**config.mk**
```make
export PLATFORM = sky130hd
export DESIGN_NAME = osm_digit_sequencer
export DESIGN_NICKNAME = d
export VERILOG_FILES = /design/src/rtl/osm_pkg.sv /design/src/rtl/osm_digit_sequencer_step_counter.sv /design/src/rtl/osm_digit_sequencer.sv
export SDC_FILE = /design/constraint.sdc
export NUM_CORES = 1
export LEC_CHECK = 0
export BUFFER_PORTS_ARGS = -buffer_cell sky130_fd_sc_hd__buf_4
export CAP_MARGIN = 15
export CORE_UTILIZATION = 45
export CTS_CLUSTER_DIAMETER = 50
export DETAILED_ROUTE_END_ITERATION = 10
export PLACE_DENSITY = 0.78
export RECOVER_POWER = 100
export SLEW_MARGIN = 20
export SYNTH_ARGS = -nofsm -noshare
export SYNTH_HDL_FRONTEND = slang
export SYNTH_HIERARCHICAL = 1
export SYNTH_SLANG_ARGS = --single-unit
```
**constraint.sdc**
```tcl
create_clock -name clk -period 1.92 [get_ports clk]
set_input_delay 0.096 -clock clk [delete_from_list [all_inputs] [get_ports clk]]
set_output_delay 0.096 -clock clk [all_outputs]
set_load 0.03 [all_outputs]
```
**src/rtl/osm_pkg.sv**
```systemverilog
// Shared types and constants for the online multiplier/accumulator slice sequencer.
// Holds the phase enum, default geometry and the step-counter width helper.
package osm_pkg;

    typedef enum logic [2:0] {
        IDLE,
        CLR,
        INIT,
        RUN,
        FLUSH,
        DONE
    } osm_state_e;

    localparam int N_DEF       = 8;
    localparam int DELTA_DEF   = 3;
    localparam int STALL_CNT_W = 16;

    // Width able to hold every step index plus the precision value itself.
    function automatic int osm_cw(input int n, input int delta);
        return $clog2(n + delta + 1);
    endfunction

endpackage

```
**src/rtl/osm_digit_sequencer_step_counter.sv**
```systemverilog
// Step counter for the digit sequencer: counts fired steps and flags the
// phase boundaries (end of online delay, last input digit, last step).
module osm_step_counter
    import osm_pkg::*;
#(
    parameter int N     = N_DEF,
    parameter int DELTA = DELTA_DEF,
    parameter int CW    = osm_cw(N, DELTA)
) (
    input  logic          clk,
    input  logic          rst,
    input  logic          clr,
    input  logic          en,
    input  logic [CW-1:0] n_eff,
    output logic [CW-1:0] count,
    output logic          at_delta_end,
    output logic          at_input_end,
    output logic          at_last
);

    localparam logic [CW-1:0] DELTA_C = CW'(DELTA);
    localparam logic [CW-1:0] ONE_C   = CW'(1);

    logic [CW-1:0] last_idx;

    // NOTE: registered state uses non-blocking assignments so every flop
    // samples pre-edge values regardless of process ordering.
    always_ff @(posedge clk) begin
        if (rst || clr) begin
            count <= '0;
        end else if (en) begin
            count <= count + ONE_C;
        end
    end

    assign last_idx     = n_eff + DELTA_C - ONE_C;
    assign at_delta_end = (count == DELTA_C - ONE_C);
    assign at_input_end = (count == n_eff - ONE_C);
    assign at_last      = (count == last_idx);

endmodule

```
**src/rtl/osm_digit_sequencer.sv**
```systemverilog
// Phase controller for one online (MSD-first) multiplier/accumulator slice.
// Optional build macro OSM_STALL_CNT_EN adds a saturating stall_cycles counter.
module osm_digit_sequencer
    import osm_pkg::*;
#(
    parameter int N     = N_DEF,
    parameter int DELTA = DELTA_DEF,
    parameter int CW    = osm_cw(N, DELTA)
) (
    input  logic                   clk,
    input  logic                   rst,
    input  logic                   start,
    input  logic [CW-1:0]          n_digits,
    output logic                   busy,
    input  logic                   in_valid,
    output logic                   in_ready,
    output logic                   out_valid,
    input  logic                   out_ready,
    output logic                   dp_clr,
    output logic                   dp_en,
    output logic                   zero_feed,
    output logic [CW-1:0]          step_idx,
    output logic                   last_out,
`ifdef OSM_STALL_CNT_EN
    output logic [STALL_CNT_W-1:0] stall_cycles,
`endif
    output logic                   done
);

    localparam logic [CW-1:0] N_C     = CW'(N);
    localparam logic [CW-1:0] DELTA_C = CW'(DELTA);

    osm_state_e    state, state_nxt;
    logic [CW-1:0] n_eff;
    logic          cons, prod, step_fire;
    logic          at_delta_end, at_input_end, at_last;
    logic          start_ok, n_digits_ok, cnt_clr;

    always_ff @(posedge clk) begin
        if (rst) begin
            state <= IDLE;
        end else begin
            state <= state_nxt;
        end
    end

    // Out-of-range precisions fall back to full width so an operation still
    // produces at least DELTA+1 digits.
    assign start_ok    = (state == IDLE) && start;
    assign n_digits_ok = (n_digits > DELTA_C) && (n_digits <= N_C);

    always_ff @(posedge clk) begin
        if (rst) begin
            n_eff <= N_C;
        end else if (start_ok) begin
            n_eff <= n_digits_ok ? n_digits : N_C;
        end
    end

    // NOTE: every signal written here gets a default first; a branch that
    // skips one would otherwise infer a latch.
    always_comb begin
        state_nxt = state;
        cons      = (state == INIT) || (state == RUN);
        prod      = (state == RUN) || (state == FLUSH);
        in_ready  = cons && (!prod || out_ready);
        out_valid = prod && (!cons || in_valid);
        step_fire = (cons || prod) && (!cons || in_valid) && (!prod || out_ready);
        dp_en     = step_fire;
        dp_clr    = (state == CLR);
        zero_feed = (state == FLUSH);
        busy      = (state != IDLE);
        done      = (state == DONE);
        last_out  = out_valid && at_last;

        unique case (state)
            IDLE:    if (start) state_nxt = CLR;
            CLR:     state_nxt = INIT;
            INIT:    if (step_fire && at_delta_end) state_nxt = RUN;
            RUN:     if (step_fire && at_input_end) state_nxt = FLUSH;
            FLUSH:   if (step_fire && at_last) state_nxt = DONE;
            DONE:    state_nxt = IDLE;
            default: state_nxt = IDLE;
        endcase
    end

    // Clearing on DONE as well leaves step_idx at 0 while idle.
    assign cnt_clr = (state == CLR) || (state == DONE);

    osm_step_counter #(
        .N     (N),
        .DELTA (DELTA),
        .CW    (CW)
    ) u_step_counter (
        .clk          (clk),
        .rst          (rst),
        .clr          (cnt_clr),
        .en           (step_fire),
        .n_eff        (n_eff),
        .count        (step_idx),
        .at_delta_end (at_delta_end),
        .at_input_end (at_input_end),
        .at_last      (at_last)
    );

`ifdef OSM_STALL_CNT_EN
    logic [STALL_CNT_W-1:0] stall_q;

    always_ff @(posedge clk) begin
        if (rst || start_ok) begin
            stall_q <= '0;
        end else if ((cons || prod) && !step_fire && (stall_q != '1)) begin
            stall_q <= stall_q + STALL_CNT_W'(1);
        end
    end

    assign stall_cycles = stall_q;
`endif

endmodule

```
; Word-level counts from Yosys, hierarchy flattened
; Cells that the tools add are included.
[word_totals]
register_bits = 11
in_bits = 9
output_inout_bits = 12
wordCells = 49
[op_classes]
addsub = 4
n_lt_le_gt_ge = 2
n_eq_ne = 12
n_mux = 6
n_reduce_logical = 22
[ops]
columns = cell, n
row1 = 3-bit one-hot mux with 5 select lines, 1
row2 = 3-bit 2-to-1 mux, 4
row3 = 1-bit logical AND, 10
row4 = 4-bit equality test, 2
row5 = 4-bit by 1-bit subtractor with 4-bit output (second input constant), 2
row6 = 1-bit logical OR, 7
row7 = 3-bit by 2-bit equality test with 1-bit output (second input constant), 2
row8 = 3-bit equality test (second input constant), 2
row9 = 2-bit by 1-bit != test with 1-bit output (second input constant), 3
row10 = 4-bit by 1-bit adder with 4-bit output (second input constant), 1
row11 = 4-bit by 2-bit adder with 4-bit output (second input constant), 1
row12 = 4-bit by 2-bit equality test with 1-bit output (second input constant), 1
row13 = 4-bit by 2-bit > comparator with 1-bit output (second input constant), 1
row14 = 4-bit less-or-equal comparator (second input constant), 1
row15 = 4-bit 2-to-1 mux, 1
row16 = 4-bit AND reduction, 1
row17 = 3-bit by 1-bit equality test with 1-bit output (second input constant), 1
row18 = 3-bit logical NOT, 1
row19 = 3-bit nonzero test, 1
row20 = 1-bit logical NOT, 2
row21 = 2-bit != test (second input constant), 1

; Depth between registers and ports, before layout
; Gate-level depths: netlist of run 1.
[logic_depth]
word_depth = 9
ltp_mapped = 9
ltp_nobuf = 9

; Modules after synthesis
; The synthesis of run 1 kept the hierarchy.
[by_module_without_submodules]
columns = module, instances, cells_each, area_per_inst_um2, seq_area_each_um2
row1 = osm_digit_sequencer, 1, 51, 404.1, 140.1
row2 = osm_step_counter, 1, 39, 366.6, 80.1

; Worst setup path after synthesis of run 1
; Ideal clock, no wire load.
[synth_timing]
kind = register -> register
startpoint = reg state[1]
endpoint = reg u_step_counter.count[3]
arrival_ns = 1.911
path_slack_ns = -0.069
stages_incl_launch_ff = 7
n_path_buf = 0
period_less_slack_ns = 1.989
cell_sequence = dfxtp_1 and2b_1 a21boi_2 a22o_1 nand4_1 xor2_1 nor3_1
[synth_via]
elab_chain_cells = 6
elab_cells_between_ends = 16
classes_between = eq/ne (5) / reduce/logical (11)
[synth_lines]
columns = element, line_no
row1 = start: declaration, osm_digit_sequencer.sv:33  ; osm_state_e state, state_nxt;
row2 = start signal: assignment, osm_digit_sequencer.sv:43  ; state <= state_nxt;
row3 = 3-bit by 2-bit equality test with 1-bit output (on tied branches), "osm_digit_sequencer.sv:64, osm_digit_sequencer.sv:65"
row4 = 1-bit logical OR, osm_digit_sequencer.sv:64  ; cons = (state == INIT) || (state == RUN);
row5 = 1-bit logical NOT, osm_digit_sequencer.sv:68  ; step_fire = (cons || prod) && (!cons || in_valid) && (!prod || out_ready);
row6 = 1-bit logical OR, osm_digit_sequencer.sv:68
row7 = 1-bit logical AND, osm_digit_sequencer.sv:68
row8 = 1-bit logical AND (*), osm_digit_sequencer.sv:68
row9 = net dp_en, osm_digit_sequencer.sv:20  ; output logic dp_en,
row10 = end signal: assignment, osm_digit_sequencer_step_counter.sv:32  ; count <= count + ONE_C;
row11 = end: declaration, osm_digit_sequencer_step_counter.sv:15  ; output logic [CW-1:0] count,
; The timed path passes the listed nets; every way through them passes the cells marked *.
; A chain may end at the register's enable or synchronous reset.

; Worst setup path after layout of run 1
[layout_timing]
startpoint = reg n_eff[2]
endpoint = out last_out
[layout_via]
elab_chain_cells = 4
[layout_lines]
columns = element, line_no
row1 = start: declaration, osm_digit_sequencer.sv:34  ; logic [CW-1:0] n_eff;
row2 = start signal: assignment, osm_digit_sequencer.sv:56  ; n_eff <= n_digits_ok ? n_digits : N_C;
row3 = 4-bit by 2-bit adder with 4-bit output, osm_digit_sequencer_step_counter.sv:36  ; assign last_idx = n_eff + DELTA_C - ONE_C;
row4 = 4-bit by 1-bit subtractor with 4-bit output, osm_digit_sequencer_step_counter.sv:36
row5 = 4-bit equality test, osm_digit_sequencer_step_counter.sv:39  ; assign at_last = (count == last_idx);
row6 = net at_last, osm_digit_sequencer.sv:36  ; logic at_delta_end, at_input_end, at_last;
row7 = 1-bit logical AND, osm_digit_sequencer.sv:74  ; last_out = out_valid && at_last;
row8 = end: declaration, osm_digit_sequencer.sv:23  ; output logic last_out,
; The timed path passes the listed nets, and every way through them passes these cells.

==> results.md, run 1 <==
* Worst setup SP type: flip-flop
* Max_cap viols at 0
* Distinct cell type count after synthesis at 37
* Iteration-0 DRC Markers at 12
* Die width at approximately 43 um
* Relative slew slack at 0.544
* Seq/Total Area, Yosys at 0.286
* Crit path max fanout at 4
* Layout overhead on the synthesized area at 28.7%
* IO Port Bufs at 20
* Dpl hpwl at 1.36 mm
* Hold slack at 0.0810 ns
* Clk sink count at 11
* Synth area leaders: dfxtp_1 29%, ha_1 9.7%, xnor2_1 6.8%, xor2_1 5.7%, nand2_1 4.4%
* Worst Max-Slew Pin Slew at 0.674 ns
* Root Driver: clkbuf_4
* I/O pin count at 21
* Grt ovf at 0
* First drt pass iteration count at 4
* Crit path cell chain: inv_2 -> ha_4 -> xor2_1 -> nor4_2 -> and2_1 -> buf_6
* Post-route ant nets at 0
* Critical Path RT at around 1.8 ns
* Number of nets in the layout at 133
* Initial antenna violation count at 0
* CTS tree: done
* Period utilization at 0.952
* Yosys warnings at 6
* Critical path endpoint category: output pin
* Yosys top cell area share at 0.286
* Vias at 706
* Final setup violation count at 0
* Worst Path Buf+Inv at 2
* Final Instance Area at 992 um^2
* Total GRT Usage at 0.211
* Status: complete, no violations
* CP Depth at 6
* Vias in the first global route at 662
* Fraction of layout cells with a size suffix above 1 at 0.308
* Core area at about 1600 um^2
* RSZ-0062 raised after global routing: no
* Worst Hold Class: primary input to flip-flop
* Diodes inserted at 0
* Hold Path Stages at 2
* WS Path Type: flip-flop to output pin
* Initial core utilization at 0.494
* CTS Hold Bufs at 0
* Pleak at between 0.4 and 0.5 nW
* Mapped Cells at 90
* Cell taking the most area after synthesis: dfxtp_1
* Power Density at 1170 nW/um^2
* Die Ht at ~43 um
* R2R setup slack at 0.18 ns
* CP peak stage delay at 0.37 ns
* RePlAce Congestion at 0.789
* Path depth of the worst reg2reg path at 8
* Synth Cell Area at 771 um^2
* Synthesized flop and latch total at 11
* Slew Limit Fails at 0
* Routed WL at 1.75 mm
* DP Area at 965 um^2
* Clock H-tree levels at 1
* PnR worst setup slack at 0.0915 ns
* Die ar. at 1880 um^2
* Final Hold Viols at 0
* Fmax at 0.547 GHz
* TritonCTS Buffers at 3
* Row cnt at 14
* Max Buffers Root-to-Sink at 2
* VDD IR max at 0.000815 V
* Core occupancy in the finished layout at 0.636
* Largest net degree at the start of global routing at 12
* Syn_area_per_cell at 8.56 um^2
* Vias/cell at 5.31
* Critical Path AT at ~1.7 ns
* Number of fill cells in the layout at around 140
* Clock Latency Late Sink at 0.26 ns
* DR DRC count at 0
* First-pass GRT wire length at 2.95 mm
* Slowest-stage cell, CP: dfxtp_4
* Routed len/inst at 13.1 um
* Delay-heaviest family, CP: simple AND/OR/NAND/NOR gates
* Dpl ws at -0.00433 ns
* Worst Skew at 0.00389 ns
* Min Clock Period, post-route at ~1.8 ns
* Reg clk slew, reported paths at 0.07 ns
* Mapped Nets at 105
synthesized netlist by cell type, drive strengths merged:
cell / n
nand3: 6
nor4b: 1
a2111oi: 1
a31oi: 1
nand2: 9
and3: 1
nor3b: 1
ha: 6
and2: 3
nand3b: 1
or3: 1
a21boi: 2
buf: 2
a31o: 1
nor2b: 3
dfxtp: 11
xor2: 5
nor3: 4
a21oi: 5
a22o: 1
clkbuf: 1
a221oi: 1
inv: 5
xnor2: 7
o21ai: 1
a311oi: 1
nor4: 2
nand4: 1
nand2b: 2
nor2: 3
and2b: 1
sequential cells by signal, summed over array words and instances, names as in the netlist:
signal                count
u_step_counter/count      4
state                     3
n_eff                     4
final cells by class:
class,count,area [um^2],area share
clock buffer,4,26.3,0.0265
inverter,5,18.8,0.0189
multi-input combinational,71,526,0.530
sequential,11,225,0.227
tap,16,20.0,0.0202
timing repair buffer,26,176,0.178
layer usage:
metal / GRT usage / vias up / share of wire
met5: 0 / - / 0
met4: 0.0750 / 0 / 0.0052
met3: 0.0250 / 2 / 0.033
met2: 0.361 / 15 / 0.50
met1: 0.273 / 322 / 0.46
li1: - / 367 / -
per-stage QoR:
step                setup TNS [ns]  total power [mW]  cells
finish                           0              1.16    133
CTS                              0              1.19    132
global placement                 0              1.01    128
detailed placement        -0.00433              1.03    128
floorplan                        0             0.808     90
global route                     0              1.25    133
logic make-up (layout without fill, tap and decap cells):
group | Yosys count | after routing | share of synthesized area
buf+inv | 8 | 35 | 0.0438
compound gates | 14 | 14 | 0.128
fa+ha+maj | 6 | 6 | 0.0974
flops | 11 | 11 | 0.286
xor+xnor | 12 | 12 | 0.146
simple gates | 39 | 39 | 0.299
worst reg2reg max path: stages, from the launching register on:
cell      delay, ns
dfxtp_4        0.37
inv_2          0.06
ha_4           0.24
xor2_1         0.15
nor4_2         0.34
nand3_1        0.13
nand3_2        0.10
a31oi_1        0.08
a311oi_1       0.19
report_power, final:
part	total [mW]	switching [mW]	internal, mW
Clock	0.160	0.0796	0.0802
Sequential	0.322	0.0474	0.274
Combinational	0.683	0.414	0.269
Total	1.16	0.541	0.623
final timing paths:
kind                                       startpoint               endpoint
worst min-delay path                              rst  n_eff[1]$_SDFFE_PP0P_
worst min register to register  n_eff[2]$_SDFFE_PP0P_  n_eff[2]$_SDFFE_PP0P_
worst max-delay path            n_eff[2]$_SDFFE_PP0P_               last_out
worst max register to register  n_eff[2]$_SDFFE_PP0P_  state[2]$_SDFFE_PP0P_
repair_timing:
item / in CTS / in global routing
pin swaps: 1 / 5
setup endpoints to repair: 2 / 3
resized for setup: 0 / 8
setup buffers: 0 / 1
layout by cell type (no fill, tap or decap), drive strengths merged, types with 2 or more instances in the layout:
cell type and count:
nor3 4, buf 20, nand3 6, ha 6, nor4 2, xor2 5
nand2 9, nor2 3, xnor2 7, inv 5, a21oi 5, dfxtp 11
clkbuf 10, a21boi 2, nand2b 2, nor2b 3, and2 3
No activity file was read; power rests on OpenSTA's default activity.
==> inputs of run 2 (changes only) <==
- CELL_PAD_IN_SITES_DETAIL_PLACEMENT: not set -> 1
- CELL_PAD_IN_SITES_GLOBAL_PLACEMENT: not set -> 2
- CORE_MARGIN: not set -> 1
- CORE_UTILIZATION: 45 -> 29
- PLACE_DENSITY: 0.78 -> 0.85
==> run 2 against run 1 <==
  * Setup slack lost 0.0054 ns
  * Global-route usage down 6.0 points
  * Critical path depth did not move
  * Design area grew 0.63%
  * Sequential power up 4%
  * Clock skew shrank 0.00050 ns
  * Non-clock buffer count shrank 2
  * Wire length up 16%
  * Clock power barely moved
  * Critical endpoint unchanged
==> results.md, run 2 (synthesized netlist as in run 1, its figures left out) <==
* Status: complete, no violations
* Initial core utilization at 0.308 (-0.186)
* Diodes inserted at 0 (unchanged)
* CTS Hold Bufs at 0 (unchanged)
* Regs by FF count: n_eff: 4 flops, u_step_counter/count: 4 flops, state: 3 flops
* Power Density at 1160 nW/um^2 (-1.5%)
* Routed len/inst at 14.0 um (+6.4%)
* Dpl hpwl at 1.58 mm (+17%)
* Critical Path AT at 1.74 ns (about the same)
* Commonest non-fill, non-tap cell in the layout: buf_4
* Die Ht at 53.6 um (+23%)
* Core occupancy in the finished layout at 0.399 (-0.237)
* Vias at 725 (+2.7%)
* Critical Path RT at 1.82 ns (about the same)
* First-pass GRT wire length at 3.08 mm (+4.4%)
* Final Hold Viols at 0 (unchanged)
* Worst setup SP type: flip-flop
* Number of nets in the layout at 131 (-1.5%)
* Max_cap viols at 0 (unchanged)
* Clock Latency Late Sink at 0.26 ns (about the same)
* Iteration-0 DRC Markers at 2 (-10)
* CTS tree: done
* Clk sink count at 11 (unchanged)
* Initial antenna violation count at 0 (unchanged)
* Root Driver: clkbuf_4
* Worst Max-Slew Pin Slew at 0.663 ns (-0.0104 ns)
* Vias in the first global route at 669 (+1.1%)
* Fraction of layout cells with a size suffix above 1 at 0.304 (-0.00334)
* Met2 Track Usage GR at 0.254 (-0.106)
* WS Path Type: flip-flop to output pin
* Post-route ant nets at 0 (unchanged)
* Vias/cell at 5.00 (-5.8%)
* First drt pass iteration count at 4 (unchanged)
* Grt ovf at 0 (unchanged)
* Max Buffers Root-to-Sink at 2 (unchanged)
* Pleak at 0.413 nW (-2.2%)
* Die ar. at 2870 um^2 (+52%)
* Final setup violation count at 0 (unchanged)
* Largest net degree at the start of global routing at 12 (unchanged)
* VDD IR max at 0.000492 V (-40%)
* RePlAce Congestion at 0.806 (+2.1%)
* Layout overhead on the synthesized area at 29.5%
* Critical path endpoint category: output pin
* Reg clk slew, reported paths at 0.08 ns (about the same)
* DR DRC count at 0 (unchanged)
* Met3 usage at 0.0339 (+0.00890)
* Relative slew slack at 0.551 (+0.00704)
* Worst Skew at 0.00339 ns (-0.000504 ns)
* Met1 GRT Util at 0.192 (-0.0816)
* IO Port Bufs at 20 (unchanged)
* Core area at 2500 um^2 (+60%)
* Slew Limit Fails at 0 (unchanged)
* Path depth of the worst reg2reg path at 8 (unchanged)
* Die width at 53.6 um (+23%)
* Crit path max fanout at 4 (unchanged)
* Total GRT Usage at 0.151 (-0.0599)
* Hold Path Stages at 2 (unchanged)
* Row cnt at 18 (+4)
* GRT busiest layer: met2
* Clock H-tree levels at 1 (unchanged)
* Setup tns final at 0 ns (unchanged)
* Fmax at 0.545 GHz (-0.30%)
* TritonCTS Buffers at 3 (unchanged)
* Min Clock Period, post-route at 1.83 ns (+0.00544 ns)
* Period utilization at 0.955 (+0.00283)
* Commonest cells after routing, fill and taps aside: 16 x buf_4, 9 x nand2_1, 8 x dfxtp_1
* I/O pin count at 21 (unchanged)
* Routed WL at 2.03 mm (+16%)
* Worst Hold Class: primary input to flip-flop
run 2: cell type report:
type,count,area (um^2)
Timing Repair Buffer,24,160
Sequential cell,11,226
Fill cell,306,1500
Multi-Input combinational cell,71,529
Clock buffer,4,26.3
Inverter,5,18.8
Tap cell,30,37.5
run 2: through the flow:
step | hold WS [ns] | power, mW | cells | instance area (um^2) | worst slack [ns]
2_1_floorplan | 0.165 | 0.808 | 90 | 772 | 0.0698
3_3_place_gp | 0.368 | 1.02 | 140 | 967 | 0.142
3_5_place_dp | 0.367 | 1.04 | 140 | 967 | -0.0286
4_1_cts | 0.0883 | 1.20 | 144 | 993 | 0.0434
5_1_grt | 0.0844 | 1.24 | 145 | 998 | -0.00563
6_report | 0.0746 | 1.15 | 145 | 998 | 0.0860
run 2: timing repair:
| item | in CTS | in global routing |
|---|---|---|
| endpoints found under the hold margin | 0 | 0 |
| buffers inserted | 0 | 1 |
| pin swaps | 1 | 4 |
| setup endpoints to repair | 2 | 3 |
| resized for setup | 0 | 11 |
run 2: power breakdown:
part	switching, mW	total (mW)	internal (mW)
Sequential	0.0606	0.335	0.275
Combinational	0.409	0.659	0.250
Clock	0.0797	0.160	0.0802
run 2: final timing paths:
path / start / slack [ns] / to
max reg2reg: n_eff[2]$_SDFFE_PP0P_ / 0.12 / state[2]$_SDFFE_PP0P_
min reg2reg: n_eff[0]$_SDFFE_PP0P_ / 0.49 / n_eff[0]$_SDFFE_PP0P_
min: rst / 0.07 / n_eff[2]$_SDFFE_PP0P_
max: n_eff[2]$_SDFFE_PP0P_ / 0.09 / last_out
run 2: metal layers:
layer / up-vias / share of wire
met3: 2 / 0.029
li1: 366 / -
met5: - / 0
met2: 10 / 0.50
met1: 347 / 0.46
met4: 0 / 0.0059
run 2: worst max-delay path: stages (launching register included):
cell and delay, ns:
dfxtp_4 0.37, inv_2 0.05, ha_4 0.23, xor2_1 0.14
nor4_2 0.36, and2_1 0.19, buf_6 0.13
